==> src/rtl/riscv_test_monitor_pkg.sv <==
// Shared definitions for the end-of-test monitor: FSM state encoding, the
// riscv-tests pass value of gp, and the state-to-verdict-flag decode.
package riscv_test_pkg;

   typedef enum logic [2:0] {
      ST_IDLE    = 3'd0,
      ST_RUN     = 3'd1,
      ST_PASS    = 3'd2,
      ST_FAIL    = 3'd3,
      ST_TIMEOUT = 3'd4,
      ST_HANG    = 3'd5
   } state_t;

   localparam int PASS_GP = 1;

   // Flag order: {done, pass, fail, timeout, hang}
   function automatic logic [4:0] verdict_flags(input state_t s);
      logic [4:0] f;
      f = 5'b00000;
      case (s)
         ST_PASS:    f = 5'b11000;
         ST_FAIL:    f = 5'b10100;
         ST_TIMEOUT: f = 5'b10010;
         ST_HANG:    f = 5'b10001;
         default:    f = 5'b00000;
      endcase
      return f;
   endfunction

endpackage

==> src/rtl/riscv_test_monitor_if.sv <==
// Core-to-monitor bundle: the core drives exit/gp/pc, the monitor returns
// its sticky verdict, frozen cycle count and FSM state.
interface riscv_test_monitor_if #(
   parameter int GP_W  = 3,
   parameter int CNT_W = 16
);
   logic             exit;
   logic [GP_W-1:0]  gp;
   logic [31:0]      pc;

   logic             done;
   logic             pass;
   logic             fail;
   logic             timeout;
   logic             hang;
   logic [GP_W-2:0]  fail_test;
   logic [CNT_W-1:0] cycle_cnt;
   logic [2:0]       state;

   modport master (
      output exit, gp, pc,
      input  done, pass, fail, timeout, hang, fail_test, cycle_cnt, state
   );

   modport slave (
      input  exit, gp, pc,
      output done, pass, fail, timeout, hang, fail_test, cycle_cnt, state
   );
endinterface

==> src/rtl/riscv_test_monitor_sat_counter.sv <==
// Up-counter that sticks at all-ones; synchronous clear has priority over
// increment.
module sat_counter #(
   parameter int WIDTH = 8
) (
   input  logic             clk,
   input  logic             clr,
   input  logic             en,
   output logic [WIDTH-1:0] q
);

   always_ff @(posedge clk) begin
      if (clr) begin
         q <= '0;
      end else if (en && (q != {WIDTH{1'b1}})) begin
         q <= q + WIDTH'(1);
      end
   end

endmodule

==> src/rtl/riscv_test_monitor.sv <==
// End-of-test checker: watches exit/gp/pc from the core and latches a sticky
// PASS/FAIL/TIMEOUT/HANG verdict plus the number of RUN cycles it took.
module riscv_test_monitor
   import riscv_test_pkg::*;
#(
   parameter int GP_W        = 3,
   parameter int CNT_W       = 16,
   parameter int TIMEOUT_CYC = 4096,
   parameter int HANG_CYC    = 64
) (
   input  logic               clk,
   input  logic               rst,
   riscv_test_monitor_if.slave bus
);

   localparam int HANG_W = $clog2(HANG_CYC + 1);

   state_t            state_q;
   state_t            state_d;
   logic [31:0]       pc_q;
   logic [CNT_W-1:0]  cycle_cnt;
   logic [HANG_W-1:0] hang_cnt;
   logic [4:0]        flags_q;
   logic [GP_W-2:0]   fail_test_q;

   logic in_run;
   logic pc_same;
   logic hang_hit;
   logic timeout_hit;
   logic gp_pass;

   assign in_run      = (state_q == ST_RUN);
   assign pc_same     = (bus.pc == pc_q);
   assign hang_hit    = pc_same && (hang_cnt == HANG_W'(HANG_CYC - 1));
   assign timeout_hit = (cycle_cnt == CNT_W'(TIMEOUT_CYC - 1));
   assign gp_pass     = (bus.gp == GP_W'(PASS_GP));

   // Counters only advance in RUN, so they freeze once a verdict is taken.
   sat_counter #(.WIDTH(CNT_W)) u_cycle_cnt (
      .clk (clk),
      .clr (rst),
      .en  (in_run),
      .q   (cycle_cnt)
   );

   sat_counter #(.WIDTH(HANG_W)) u_hang_cnt (
      .clk (clk),
      .clr (rst || (in_run && !pc_same)),
      .en  (in_run && pc_same),
      .q   (hang_cnt)
   );

   always_comb begin
      state_d = state_q;
      case (state_q)
         ST_IDLE: state_d = ST_RUN;
         ST_RUN: begin
            if (bus.exit) begin
               state_d = gp_pass ? ST_PASS : ST_FAIL;
            end else if (hang_hit) begin
               state_d = ST_HANG;
            end else if (timeout_hit) begin
               state_d = ST_TIMEOUT;
            end
         end
         ST_PASS, ST_FAIL, ST_TIMEOUT, ST_HANG: state_d = state_q;
         default: state_d = ST_IDLE;
      endcase
   end

   always_ff @(posedge clk) begin
      if (rst) begin
         state_q     <= ST_IDLE;
         pc_q        <= '0;
         flags_q     <= '0;
         fail_test_q <= '0;
      end else begin
         state_q <= state_d;
         flags_q <= verdict_flags(state_d);
         if (in_run) begin
            pc_q <= bus.pc;
         end
         // gp==0 falls out as fail id 0, which is what a protocol error reports.
         if (in_run && (state_d == ST_FAIL)) begin
            fail_test_q <= bus.gp[GP_W-1:1];
         end
      end
   end

   assign bus.done      = flags_q[4];
   assign bus.pass      = flags_q[3];
   assign bus.fail      = flags_q[2];
   assign bus.timeout   = flags_q[1];
   assign bus.hang      = flags_q[0];
   assign bus.fail_test = fail_test_q;
   assign bus.cycle_cnt = cycle_cnt;
   assign bus.state     = state_q;

endmodule
==> src/flat_wrapper.sv <==
// flat-port wrapper written by rule: the top's interface ports become plain ports
module riscv_test_monitor_flat import riscv_test_pkg::*;
#(
   parameter int GP_W        = 3,
   parameter int CNT_W       = 16,
   parameter int TIMEOUT_CYC = 4096,
   parameter int HANG_CYC    = 64
)
  (clk, rst, bus_exit, bus_gp, bus_pc, bus_done, bus_pass, bus_fail, bus_timeout, bus_hang, bus_fail_test, bus_cycle_cnt, bus_state);
  riscv_test_monitor_if #(.GP_W(GP_W), .CNT_W(CNT_W)) bus_i ();
  input  logic clk;
  input  logic rst;
  input wire logic [$bits(bus_i.exit)-1:0] bus_exit;
  input wire logic [$bits(bus_i.gp)-1:0] bus_gp;
  input wire logic [$bits(bus_i.pc)-1:0] bus_pc;
  output wire logic [$bits(bus_i.done)-1:0] bus_done;
  output wire logic [$bits(bus_i.pass)-1:0] bus_pass;
  output wire logic [$bits(bus_i.fail)-1:0] bus_fail;
  output wire logic [$bits(bus_i.timeout)-1:0] bus_timeout;
  output wire logic [$bits(bus_i.hang)-1:0] bus_hang;
  output wire logic [$bits(bus_i.fail_test)-1:0] bus_fail_test;
  output wire logic [$bits(bus_i.cycle_cnt)-1:0] bus_cycle_cnt;
  output wire logic [$bits(bus_i.state)-1:0] bus_state;
  assign bus_i.exit = bus_exit;
  assign bus_i.gp = bus_gp;
  assign bus_i.pc = bus_pc;
  assign bus_done = bus_i.done;
  assign bus_pass = bus_i.pass;
  assign bus_fail = bus_i.fail;
  assign bus_timeout = bus_i.timeout;
  assign bus_hang = bus_i.hang;
  assign bus_fail_test = bus_i.fail_test;
  assign bus_cycle_cnt = bus_i.cycle_cnt;
  assign bus_state = bus_i.state;
  riscv_test_monitor #(.GP_W(GP_W), .CNT_W(CNT_W), .TIMEOUT_CYC(TIMEOUT_CYC), .HANG_CYC(HANG_CYC)) u_core (.clk(clk), .rst(rst), .bus(bus_i));
endmodule
==> config.mk <==
export PLATFORM = sky130hd
export DESIGN_NAME = riscv_test_monitor_flat
export DESIGN_NICKNAME = d
export VERILOG_FILES = /design/src/rtl/riscv_test_monitor_pkg.sv /design/src/rtl/riscv_test_monitor_if.sv /design/src/rtl/riscv_test_monitor_sat_counter.sv /design/src/rtl/riscv_test_monitor.sv /design/src/flat_wrapper.sv
export SDC_FILE = /design/constraint.sdc
export NUM_CORES = 1
export LEC_CHECK = 0
export ABC_AREA = 1
export BUFFER_PORTS_ARGS = -buffer_cell sky130_fd_sc_hd__buf_2
export CAP_MARGIN = 20
export CORE_MARGIN = 10
export CORE_UTILIZATION = 55
export DETAILED_ROUTE_END_ITERATION = 7
export PLACE_DENSITY = 0.9
export SLEW_MARGIN = 10
export SYNTH_ARGS = -nofsm -noshare
export SYNTH_HDL_FRONTEND = slang
export SYNTH_SLANG_ARGS = --single-unit
==> constraint.sdc <==
create_clock -name clk -period 2 [get_ports clk]
set_input_delay 0.2 -clock clk [delete_from_list [all_inputs] [get_ports clk]]
set_output_delay 0.2 -clock clk [all_outputs]
set_load 0.005 [all_outputs]
==> reports/metrics.csv <==
metric,value,unit
clockBufferDepth,2,
ys_seq_area_share,41.1,%
avgSynthCellArea,6.90,um2
peakVddDrop,0.610,mV
synth_cells,459,
cp-end-kind,flop,
wirelength_met1,3080,um
die_area,9190,um2
drc,0,
yosysWarnings,0,
synth-main-ff-cell,dfxtp_1,
fin_setup_tns,0,ns
fmax,549,MHz
grt_overflow,0,
detail-route-antenna-nets,0,
viasPerCell,5.05,
htreeDepth,3,
synth_edf_count,0,
pin_count,64,
dp_hpwl,5610,um
leakagePower,1.71,nW
worst_r2r_startpoint,u_core.u_cycle_cnt.q[0],
die_h,95.9,um
cp_top_family,simple AND/OR/NAND/NOR gates,
ctsRootBufferMaster,clkbuf_8,
synth_area,3170,um2
crit_chain,"ha_1, nand4_4, nor3_1, nand2_1, nand2_4, nor2_1, nand4_1, nor2_1, o21ai_0, nor2_1",
wl_met3,748,um
vias,3046,
cts_buffers,9,
crit_path_top_delay_cell,dfxtp_1,
first_pass_iters,4,
cp.depth,10,
coreArea,5540,um2
cts_sinks,65,
synth_nets,499,
clock_latency,0.34,ns
wl_met2,3420,um
pre_cts_ws,0.188,ns
worst_slew_pin_slew,0.409,ns
cts_tree,built,
clkTransAtPathRegs,0.07,ns
cpMostUsedCell,nor2_1,
slew_violations,0,
worstSetupStartpoint,u_core.u_cycle_cnt.q[0],
grt_pass1_wl,12100,um
drive_gt1_share,19.6,%
cts_setup_buffers,0,
cp.arrival,2.05,ns
die_w,95.9,um
wl_per_cell,12.2,um
layout.cells.non_filler,603,
hold_viol,0,
top_layer_used,met4,
cp.buffers_inverters,0,
maxCapViolations,0,
grt_start_max_net_pins,49,
cp-endpoint,u_core.u_cycle_cnt.q[14],
antenna_found_initial,0,
place_inst,587,
power,0.00308,W
async_flop_share,0,%
portBuffers,63,
cp.required,2.23,ns
ys_ff_latch,65,
rsz0062_at_grt,yes,
worst_slack,0.179,ns
setup_viol,0,
period_share,91.0,%
start_kind,flop,
r2r_setup_slack,0.18,ns
cp_max_fo,12,
timing.rr.end,u_core.u_cycle_cnt.q[14],
cp_slowest_stage_delay,0.37,ns
finalWirelength,7360,um
drt_iter0_markers,162,
hold_class,in -> reg,
final_nets,566,
start_util,57.1,%
grt_usage,16.2,%
clock_skew,0.00524,ns
outcome,"complete, no violations",
synth.distinct_cells,34,
reg2reg_depth,10,
insertedDiodeCount,0,
areaGrowthSynthToFinish,18.9,%
place.gp.congestion,0.894,
final.min_clock_period,1.82,ns
grt_pass1_vias,2953,
p_per_area,818,nW/um2
slew_headroom,72.5,%
num-fill-cells,490,
crit_type,reg -> reg,
rows,27,
==> state kept, by name, summed over array words and instances (netlist names) <==
register and count:
u_core.pc_q 32, u_core.u_cycle_cnt.q 16, u_core.u_hang_cnt.q 7, u_core.flags_q 5, u_core.bus.state 3, u_core.bus.fail_test 2
==> final cells by class <==
class / instances / area [um2] / share of cell area [%]
clock inverters: 2 / 10.0 / 0.266
repair buffers: 70 / 372 / 9.88
flip-flops and latches: 65 / 1300 / 34.6
well taps: 72 / 90.1 / 2.39
multi-input cells: 319 / 1580 / 41.9
clock buffers: 14 / 183 / 4.86
inverters: 61 / 229 / 6.09
==> cells by family (layout without fill, tap and decap cells) <==
kind of cell / Yosys count / in the layout / share of synthesized area [%]
xor+xnor: 23 / 23 / 6.36
compound gates: 81 / 81 / 13.4
flops: 65 / 65 / 41.1
buf+inv: 75 / 147 / 9.21
fa+ha+maj: 2 / 2 / 0.790
simple gates: 213 / 213 / 29.1
==> per-layer routing <==
layer,vias to the layer above,global-route usage (%)
met5,-,0
met4,0,5.28
met3,14,6.61
met2,104,27.8
met1,1351,17.8
li1,1577,-
==> how the worst min path moves through the flow <==
stage                     startpoint                  endpoint  slack, ns  depth (start not counted)
after CTS                 bus_pc[19]           u_core.pc_q[19]       0.11                          3
final                     bus_pc[15]           u_core.pc_q[15]       0.11                          3
after floorplan                  rst  u_core.u_cycle_cnt.q[15]       0.27                          1
after global routing      bus_pc[31]           u_core.pc_q[31]       0.12                          3
after global placement    bus_pc[16]           u_core.pc_q[16]       0.45                          3
after detailed placement  bus_pc[19]           u_core.pc_q[19]       0.46                          3
==> tightest hold or removal path, delay by kind of cell <==
kind / cells / cell delay [ns]
buffers and inverters: 1 / 0.09
AND/OR/NAND/NOR: 2 / 0.12
==> where the power goes <==
part           switching (W)  internal, W  total [W]
clock network       0.000468     0.000582    0.00105
logic               0.000319     0.000224   0.000543
registers          0.0000737      0.00141    0.00148
total               0.000861      0.00222    0.00308
==> stage by stage <==
step	hold WS, ns	area (um2)	utilization [%]
floorplan	0.269	3170	-
global placement	0.450	3560	64.3
detailed placement	0.462	3560	64.3
CTS	0.106	3750	67.8
global route	0.118	3760	67.9
finish	0.107	3760	67.9
==> cells in the mapped netlist, types with 2 or more instances <==
cell type | count | area (um2)
a21oi_1 | 30 | 150
buf_2 | 2 | 10.0
clkbuf_1 | 10 | 37.5
dfxtp_1 | 65 | 1300
ha_1 | 2 | 25.0
inv_1 | 56 | 210
inv_2 | 5 | 18.8
nand2_1 | 91 | 342
nand2_2 | 3 | 18.8
nand3_1 | 7 | 35.0
nand3_2 | 2 | 20.0
nand4_1 | 7 | 43.8
nor2_1 | 79 | 297
nor2_2 | 5 | 31.3
nor3_1 | 9 | 45.0
nor3b_1 | 2 | 15.0
o21ai_0 | 44 | 220
o21ai_1 | 3 | 15.0
xnor2_1 | 22 | 193
==> layout by cell type, fill, tap and decap left out, types with 9 or more instances in the layout <==
cell	instances
nand2_1	91
nor2_1	79
dfxtp_1	65
buf_2	63
inv_1	56
o21ai_0	44
a21oi_1	30
xnor2_1	22
clkbuf_8	13
nor3_1	9
==> timing repair <==
item,4_1_cts,5_1_grt
hold buffers,0,0
endpoints found under the setup margin,0,4
resized for setup,0,2
Note: power is estimated with default switching activity, not from simulation.
